<file path="src/rtl/game_pkg.sv">
// Shared types and constants for the game score/timer block.
//   state_t  : top-level game phase
//   BCD_MAX  : largest 4-digit packed BCD value
//   BCD_ZERO : packed BCD zero
package game_pkg;

    typedef enum logic [1:0] {
        IDLE      = 2'd0,
        COUNTDOWN = 2'd1,
        PLAY      = 2'd2
    } state_t;

    localparam logic [15:0] BCD_MAX  = 16'h9999;
    localparam logic [15:0] BCD_ZERO = 16'h0000;

endpackage

</file>
<file path="src/rtl/bcd4_step.sv">
// Combinational 4-digit packed BCD +/-1 unit.
//   value    : packed BCD operand (digit 3 in [15:12])
//   dir      : 0 = increment, 1 = decrement
//   result   : value +/- 1, carry/borrow rippled digit by digit (wraps at the ends)
//   at_limit : operand is already at the end of travel (9999 on inc, 0000 on dec)
module bcd4_step
    import game_pkg::*;
(
    input  logic [15:0] value,
    input  logic        dir,
    output logic [15:0] result,
    output logic        at_limit
);

    logic [3:0] digit;
    logic       ripple;

    always_comb begin
        result = value;
        digit  = 4'd0;
        ripple = 1'b1;
        // Only digits reached by the ripple change; a digit at 9 (inc) or
        // 0 (dec) rolls over and passes the ripple on to the next digit.
        for (int i = 0; i < 4; i++) begin
            digit = value[i*4 +: 4];
            if (ripple) begin
                if (!dir) begin
                    if (digit == 4'd9) result[i*4 +: 4] = 4'd0;
                    else begin
                        result[i*4 +: 4] = digit + 4'd1;
                        ripple = 1'b0;
                    end
                end else begin
                    if (digit == 4'd0) result[i*4 +: 4] = 4'd9;
                    else begin
                        result[i*4 +: 4] = digit - 4'd1;
                        ripple = 1'b0;
                    end
                end
            end
        end
        at_limit = dir ? (value == BCD_ZERO) : (value == BCD_MAX);
    end

endmodule

</file>
<file path="src/rtl/game_score_timer.sv">
// Pre-game BCD countdown followed by a BCD hit score, feeding the display mux.
//   clock, reset : system clock, asynchronous active-low reset
//   arm          : start/restart the countdown (from PLAY also zeroes score)
//   hit          : score event, rising-edge detected
//   clear_score  : zero the score in any state (beats a simultaneous hit)
//   start        : 1 while in PLAY
//   count        : packed BCD countdown value
//   score        : packed BCD score, saturates at 9999
//   tick         : one-cycle strobe on the last prescaler count
module game_score_timer
    import game_pkg::*;
#(
    parameter int          TICK_DIV   = 100000000,
    parameter logic [15:0] COUNT_INIT = 16'h0005
) (
    input  logic        clock,
    input  logic        reset,
    input  logic        arm,
    input  logic        hit,
    input  logic        clear_score,
    output logic        start,
    output logic [15:0] count,
    output logic [15:0] score,
    output logic        tick
);

    localparam int            PW         = (TICK_DIV > 1) ? $clog2(TICK_DIV) : 1;
    localparam logic [PW-1:0] PRESC_LAST = PW'(TICK_DIV - 1);
    // A zero preset has nothing to count down, so arm goes straight to PLAY.
    localparam state_t        ARM_STATE  = (COUNT_INIT == BCD_ZERO) ? PLAY : COUNTDOWN;

    state_t        state, state_nxt;
    logic [PW-1:0] presc, presc_nxt;
    logic [15:0]   count_nxt, score_nxt;
    logic          start_nxt, tick_nxt;
    logic          hit_q, hit_rise;
    logic [15:0]   score_inc, count_dec;
    logic          score_full, count_empty;

    assign hit_rise = hit & ~hit_q;

    bcd4_step u_score_inc (
        .value    (score),
        .dir      (1'b0),
        .result   (score_inc),
        .at_limit (score_full)
    );

    bcd4_step u_count_dec (
        .value    (count),
        .dir      (1'b1),
        .result   (count_dec),
        .at_limit (count_empty)
    );

    always_ff @(posedge clock or negedge reset) begin
        if (!reset) begin
            state <= IDLE;
            presc <= '0;
            count <= COUNT_INIT;
            score <= BCD_ZERO;
            start <= 1'b0;
            tick  <= 1'b0;
            hit_q <= 1'b0;
        end else begin
            state <= state_nxt;
            presc <= presc_nxt;
            count <= count_nxt;
            score <= score_nxt;
            start <= start_nxt;
            tick  <= tick_nxt;
            hit_q <= hit;
        end
    end

    always_comb begin
        state_nxt = state;
        presc_nxt = '0;
        count_nxt = count;
        score_nxt = score;
        case (state)
            IDLE: begin
                if (arm) begin
                    state_nxt = ARM_STATE;
                    count_nxt = COUNT_INIT;
                end
            end
            COUNTDOWN: begin
                if (arm) begin
                    count_nxt = COUNT_INIT;
                end else begin
                    presc_nxt = (presc == PRESC_LAST) ? '0 : presc + 1'b1;
                    // tick is the registered decode of presc == PRESC_LAST,
                    // so it marks the wrap cycle itself.
                    if (tick && !count_empty) begin
                        count_nxt = count_dec;
                        if (count_dec == BCD_ZERO) begin
                            state_nxt = PLAY;
                            presc_nxt = '0;
                        end
                    end
                end
            end
            PLAY: begin
                if (arm) begin
                    state_nxt = ARM_STATE;
                    count_nxt = COUNT_INIT;
                    score_nxt = BCD_ZERO;
                end else if (hit_rise && !score_full) begin
                    score_nxt = score_inc;
                end
            end
            default: begin
                state_nxt = IDLE;
                count_nxt = COUNT_INIT;
            end
        endcase
        if (clear_score) score_nxt = BCD_ZERO;
        start_nxt = (state_nxt == PLAY);
        tick_nxt  = (state_nxt == COUNTDOWN) && (presc_nxt == PRESC_LAST);
    end

endmodule

</file>
<file path="config.mk">
export PLATFORM = sky130hd
export DESIGN_NAME = game_score_timer
export DESIGN_NICKNAME = d
export VERILOG_FILES = /design/src/rtl/game_pkg.sv /design/src/rtl/bcd4_step.sv /design/src/rtl/game_score_timer.sv
export SDC_FILE = /design/constraint.sdc
export NUM_CORES = 1
export LEC_CHECK = 0
export CORE_MARGIN = 2
export CORE_UTILIZATION = 52
export CTS_CLUSTER_SIZE = 24
export DETAILED_ROUTE_END_ITERATION = 12
export PLACE_DENSITY = 0.73
export SLEW_MARGIN = 0
export SYNTH_ARGS = -nofsm -noshare
export SYNTH_HDL_FRONTEND = slang
export SYNTH_SLANG_ARGS = --single-unit
</file>
<file path="constraint.sdc">
create_clock -name clock -period 2.2 [get_ports clock]
set_input_delay 0.44 -clock clock [delete_from_list [all_inputs] [get_ports clock]]
set_output_delay 0.44 -clock clock [all_outputs]
set_load 0.01 [all_outputs]
</file>
==> metrics.txt <==
CTS buffer count 9; number of warning messages in the yosys log 0; Async S/R FF share, synth 100%; die area 8080 um2; placement row count 31; Period minus WS final 2.23 ns; max frequency 0.449 GHz; vias per cell 5.77; Routed WL 9820 um; overall die width 89.9 um; Post-Synthesis Cell Area 3830 um2; min-delay worst type input port to asynchronous set/reset pin; required time worst endpoint 2.49 ns; post-synthesis instance total 420; Final Slew Violations 0; mean cell area of the mapped netlist 9.13 um2; relative max-transition margin 69.4%; CP Capture Type flip-flop; leftover overflow at the end of global routing 0; Static Leakage 2.20 nW; first-pass iteration count of the detailed router 5; most numerous cell in the Yosys netlist sky130_fd_sc_hd__dfrtp_1; worst path buffer plus inverter count 4; TritonCTS clock tree yes; Reg clk slew, reported paths 0.07 ns; logic gate share of total power 8.2%; clock insertion delay at the later pin of the skew report 0.34 ns; clock sink total 64; total number of H-tree levels 3; PnR worst setup slack -0.0278 ns; critical-path cell with the highest stage delay sky130_fd_sc_hd__dfrtp_1; type of the worst setup path flip-flop to flip-flop; ranking of synthesized cells by area sky130_fd_sc_hd__dfrtp_1 40%, sky130_fd_sc_hd__nor2_1 5.8%, sky130_fd_sc_hd__ha_1 3.9%; count of buffers inserted at the top-level ports 38; post-place setup slack -0.109 ns; Worst path max stage delay 0.41 ns; number of vias after detailed routing 3,613; post-route insts no fill 626; largest net degree at the start of global routing 65; Synth Flop Type sky130_fd_sc_hd__dfrtp_1; setup violation total in the final timing report 22; critical path fanouts, max 5; number of inserted diodes 0; number of flops mapped to enable cells by yosys 0; number of max-capacitance violations reported 0; Critical Path Most Common Cell sky130_fd_sc_hd__buf_4; P per Cell Area 468 nW/um2; share of synthesized area occupied by flip-flops and latches 41.8%; placed cell count 591; Clk pwr share 42.3%; sw frac 23.6%; core area 7210 um2; kind of cell adding the most delay to the critical path compound AO/OA/AOI/OAI gates; vias in the first global route 3,421; cell-by-cell listing of the critical path nor4_4 -> buf_4 -> nand4b_1 -> buf_4 -> o211a_1 -> a211oi_4 -> buf_4 -> buf_6 -> a21o_1 -> a22o_1; DR DRC count 0; overall track demand over capacity in global routing 23.0%; layout-stage area growth over the synthesis result 36.0%; Hold Vio Cnt, Final 0; flop and latch count out of synthesis 64; global-route wire length before repair 15,500 um; Filler Cells Inserted 522; maximum root-to-sink buffer count 2; maximum clock skew at final layout 0.00939 ns; Syn Nets 437; kind of launch point of the worst setup path flip-flop; cell at the root of the clock tree sky130_fd_sc_hd__clkbuf_8; setup repair after global routing missed its margin yes; switching power total 0.000577 W; final antenna-violating net count 0; largest area contributor in the netlist sky130_fd_sc_hd__dfrtp_1; starting density of the core 53.1%; routed len/inst 15.7 um; RD Place Congestion 0.900; Final #Nets 539; final total negative setup slack -0.269 ns; violations in the final reports setup timing; starting DRC count in detailed routing 226; ranking of synthesized cells by instance count 62 x sky130_fd_sc_hd__dfrtp_1, 59 x sky130_fd_sc_hd__nor2_1, 38 x sky130_fd_sc_hd__nand2_1; height of the chip 89.9 um; number of top-level pins 39; measured slew at the worst slew-check pin 0.458 ns; Synth top area share 40.5%; placed wire-length estimate 6330 um; worst supply voltage drop on vdd 0.000369 V; Synth cell types 73; arrival time of data at the critical path endpoint 2.51 ns; status finished with violations; initial antenna violation count 0; internal power 0.00186 W; period utilization 101%; sequential group share of total power 49.5%; share of cells above drive strength 1 27.5%
==> worst reg2reg max path, stage by stage, from the launching register on <==
cell and delay, ns:
sky130_fd_sc_hd__dfrtp_1 0.41, sky130_fd_sc_hd__nor4_4 0.31, sky130_fd_sc_hd__buf_4 0.16, sky130_fd_sc_hd__nand4b_1 0.14
sky130_fd_sc_hd__buf_4 0.19, sky130_fd_sc_hd__o211a_1 0.26, sky130_fd_sc_hd__a211oi_4 0.24, sky130_fd_sc_hd__buf_4 0.16
sky130_fd_sc_hd__buf_6 0.11, sky130_fd_sc_hd__a21o_1 0.08, sky130_fd_sc_hd__a22o_1 0.11
==> area by class of cell <==
class                   instances  area [um2]  area share, %
inverters                      13        48.8          0.936
clock inverters                 3        40.0          0.768
clock buffers                  13         159           3.05
flip-flops and latches         64        1600           30.8
multi-input cells             328        2290           43.9
well taps                      99         124           2.38
repair buffers                106         948           18.2
==> final timing paths <==
| check | slack, ns | depth (start not counted) | from | endpoint |
|---|---|---|---|---|
| min reg2reg | 0.54 | 2 | count[5] | count[5] |
| min in group clock | 0.54 | 2 | count[5] | count[5] |
| max | -0.03 | 10 | count[9] | count[8] |
| max reg2reg | -0.03 | 10 | count[9] | count[8] |
| min | 0.10 | 2 | reset | presc[3] |
| max in group asynchronous | 1.80 | 2 | reset | count[2] |
==> logic make-up (layout without fill, tap and decap cells) <==
kind of cell	after synthesis	count (layout)	synth area share [%]
compound gates	85	85	14.8
mux	2	2	0.522
buf+inv	28	135	3.98
xor+xnor	25	25	5.71
fa+ha+maj	12	12	3.92
simple gates	204	204	29.2
flops	64	64	41.8
==> per-layer routing <==
layer / GRT usage, % / share of wire (%) / wire length [um] / vias up
met2: 36.7 / 49 / 4780 / 119
met4: 9.23 / 1.6 / 158 / 0
met5: 0 / 0 / 0 / -
met1: 31.4 / 45 / 4420 / 1759
met3: 4.11 / 4.7 / 458 / 18
li1: - / - / - / 1717
==> power groups by stage <==
stage                     clock network [W]  registers [W]   logic, W
after floorplan                           0        0.00123  0.0000643
after global placement                    0        0.00123   0.000153
after detailed placement                  0        0.00123   0.000156
after CTS                           0.00105        0.00121   0.000165
after global routing                0.00111        0.00121   0.000220
final                               0.00103        0.00121   0.000199
==> cell usage in the layout (no fill, tap or decap), types with 4 or more instances in the layout <==
| cell type | count |
|---|---|
| sky130_fd_sc_hd__a21oi_1 | 12 |
| sky130_fd_sc_hd__buf_4 | 58 |
| sky130_fd_sc_hd__buf_6 | 6 |
| sky130_fd_sc_hd__clkbuf_8 | 11 |
| sky130_fd_sc_hd__clkdlybuf4s50_1 | 37 |
| sky130_fd_sc_hd__dfrtp_1 | 62 |
| sky130_fd_sc_hd__ha_1 | 10 |
| sky130_fd_sc_hd__inv_1 | 11 |
| sky130_fd_sc_hd__nand2_1 | 37 |
| sky130_fd_sc_hd__nand2b_1 | 8 |
| sky130_fd_sc_hd__nand3_1 | 17 |
| sky130_fd_sc_hd__nand3b_1 | 8 |
| sky130_fd_sc_hd__nand4_1 | 13 |
| sky130_fd_sc_hd__nor2_1 | 41 |
| sky130_fd_sc_hd__nor2_2 | 10 |
| sky130_fd_sc_hd__nor2_4 | 8 |
| sky130_fd_sc_hd__nor3_1 | 10 |
| sky130_fd_sc_hd__o21a_1 | 4 |
| sky130_fd_sc_hd__o21ai_0 | 20 |
| sky130_fd_sc_hd__o21ai_1 | 4 |
| sky130_fd_sc_hd__o21ai_2 | 4 |
| sky130_fd_sc_hd__o31ai_1 | 10 |
| sky130_fd_sc_hd__or2_2 | 6 |
| sky130_fd_sc_hd__or4_1 | 4 |
| sky130_fd_sc_hd__xnor2_1 | 11 |
| sky130_fd_sc_hd__xor2_1 | 14 |
==> stage by stage <==
| step | cell area [um2] | util, % | power [W] | hold WS [ns] |
|---|---|---|---|---|
| after floorplan | 3850 | - | 0.00130 | 0.144 |
| after global placement | 4620 | 64.1 | 0.00138 | 0.479 |
| after detailed placement | 4620 | 64.1 | 0.00138 | 0.481 |
| after CTS | 4900 | 67.9 | 0.00242 | 0.113 |
| after global routing | 5220 | 72.3 | 0.00254 | 0.131 |
| final | 5220 | 72.3 | 0.00244 | 0.104 |
==> registers in the layout, summed over array words and instances (netlist names) <==
| signal | flops |
|---|---|
| score | 16 |
| start | 1 |
| presc | 27 |
| count | 16 |
| state | 2 |
| tick | 1 |
| hit_q | 1 |
==> timing repair <==
item                       CTS  global route
setup buffers                5            11
gates cloned                 2             1
resized for setup            7            66
hold buffers                 0             0
pin swaps                    3            27
setup endpoints to repair   38            45
Note: power is estimated with default switching activity, not from simulation.
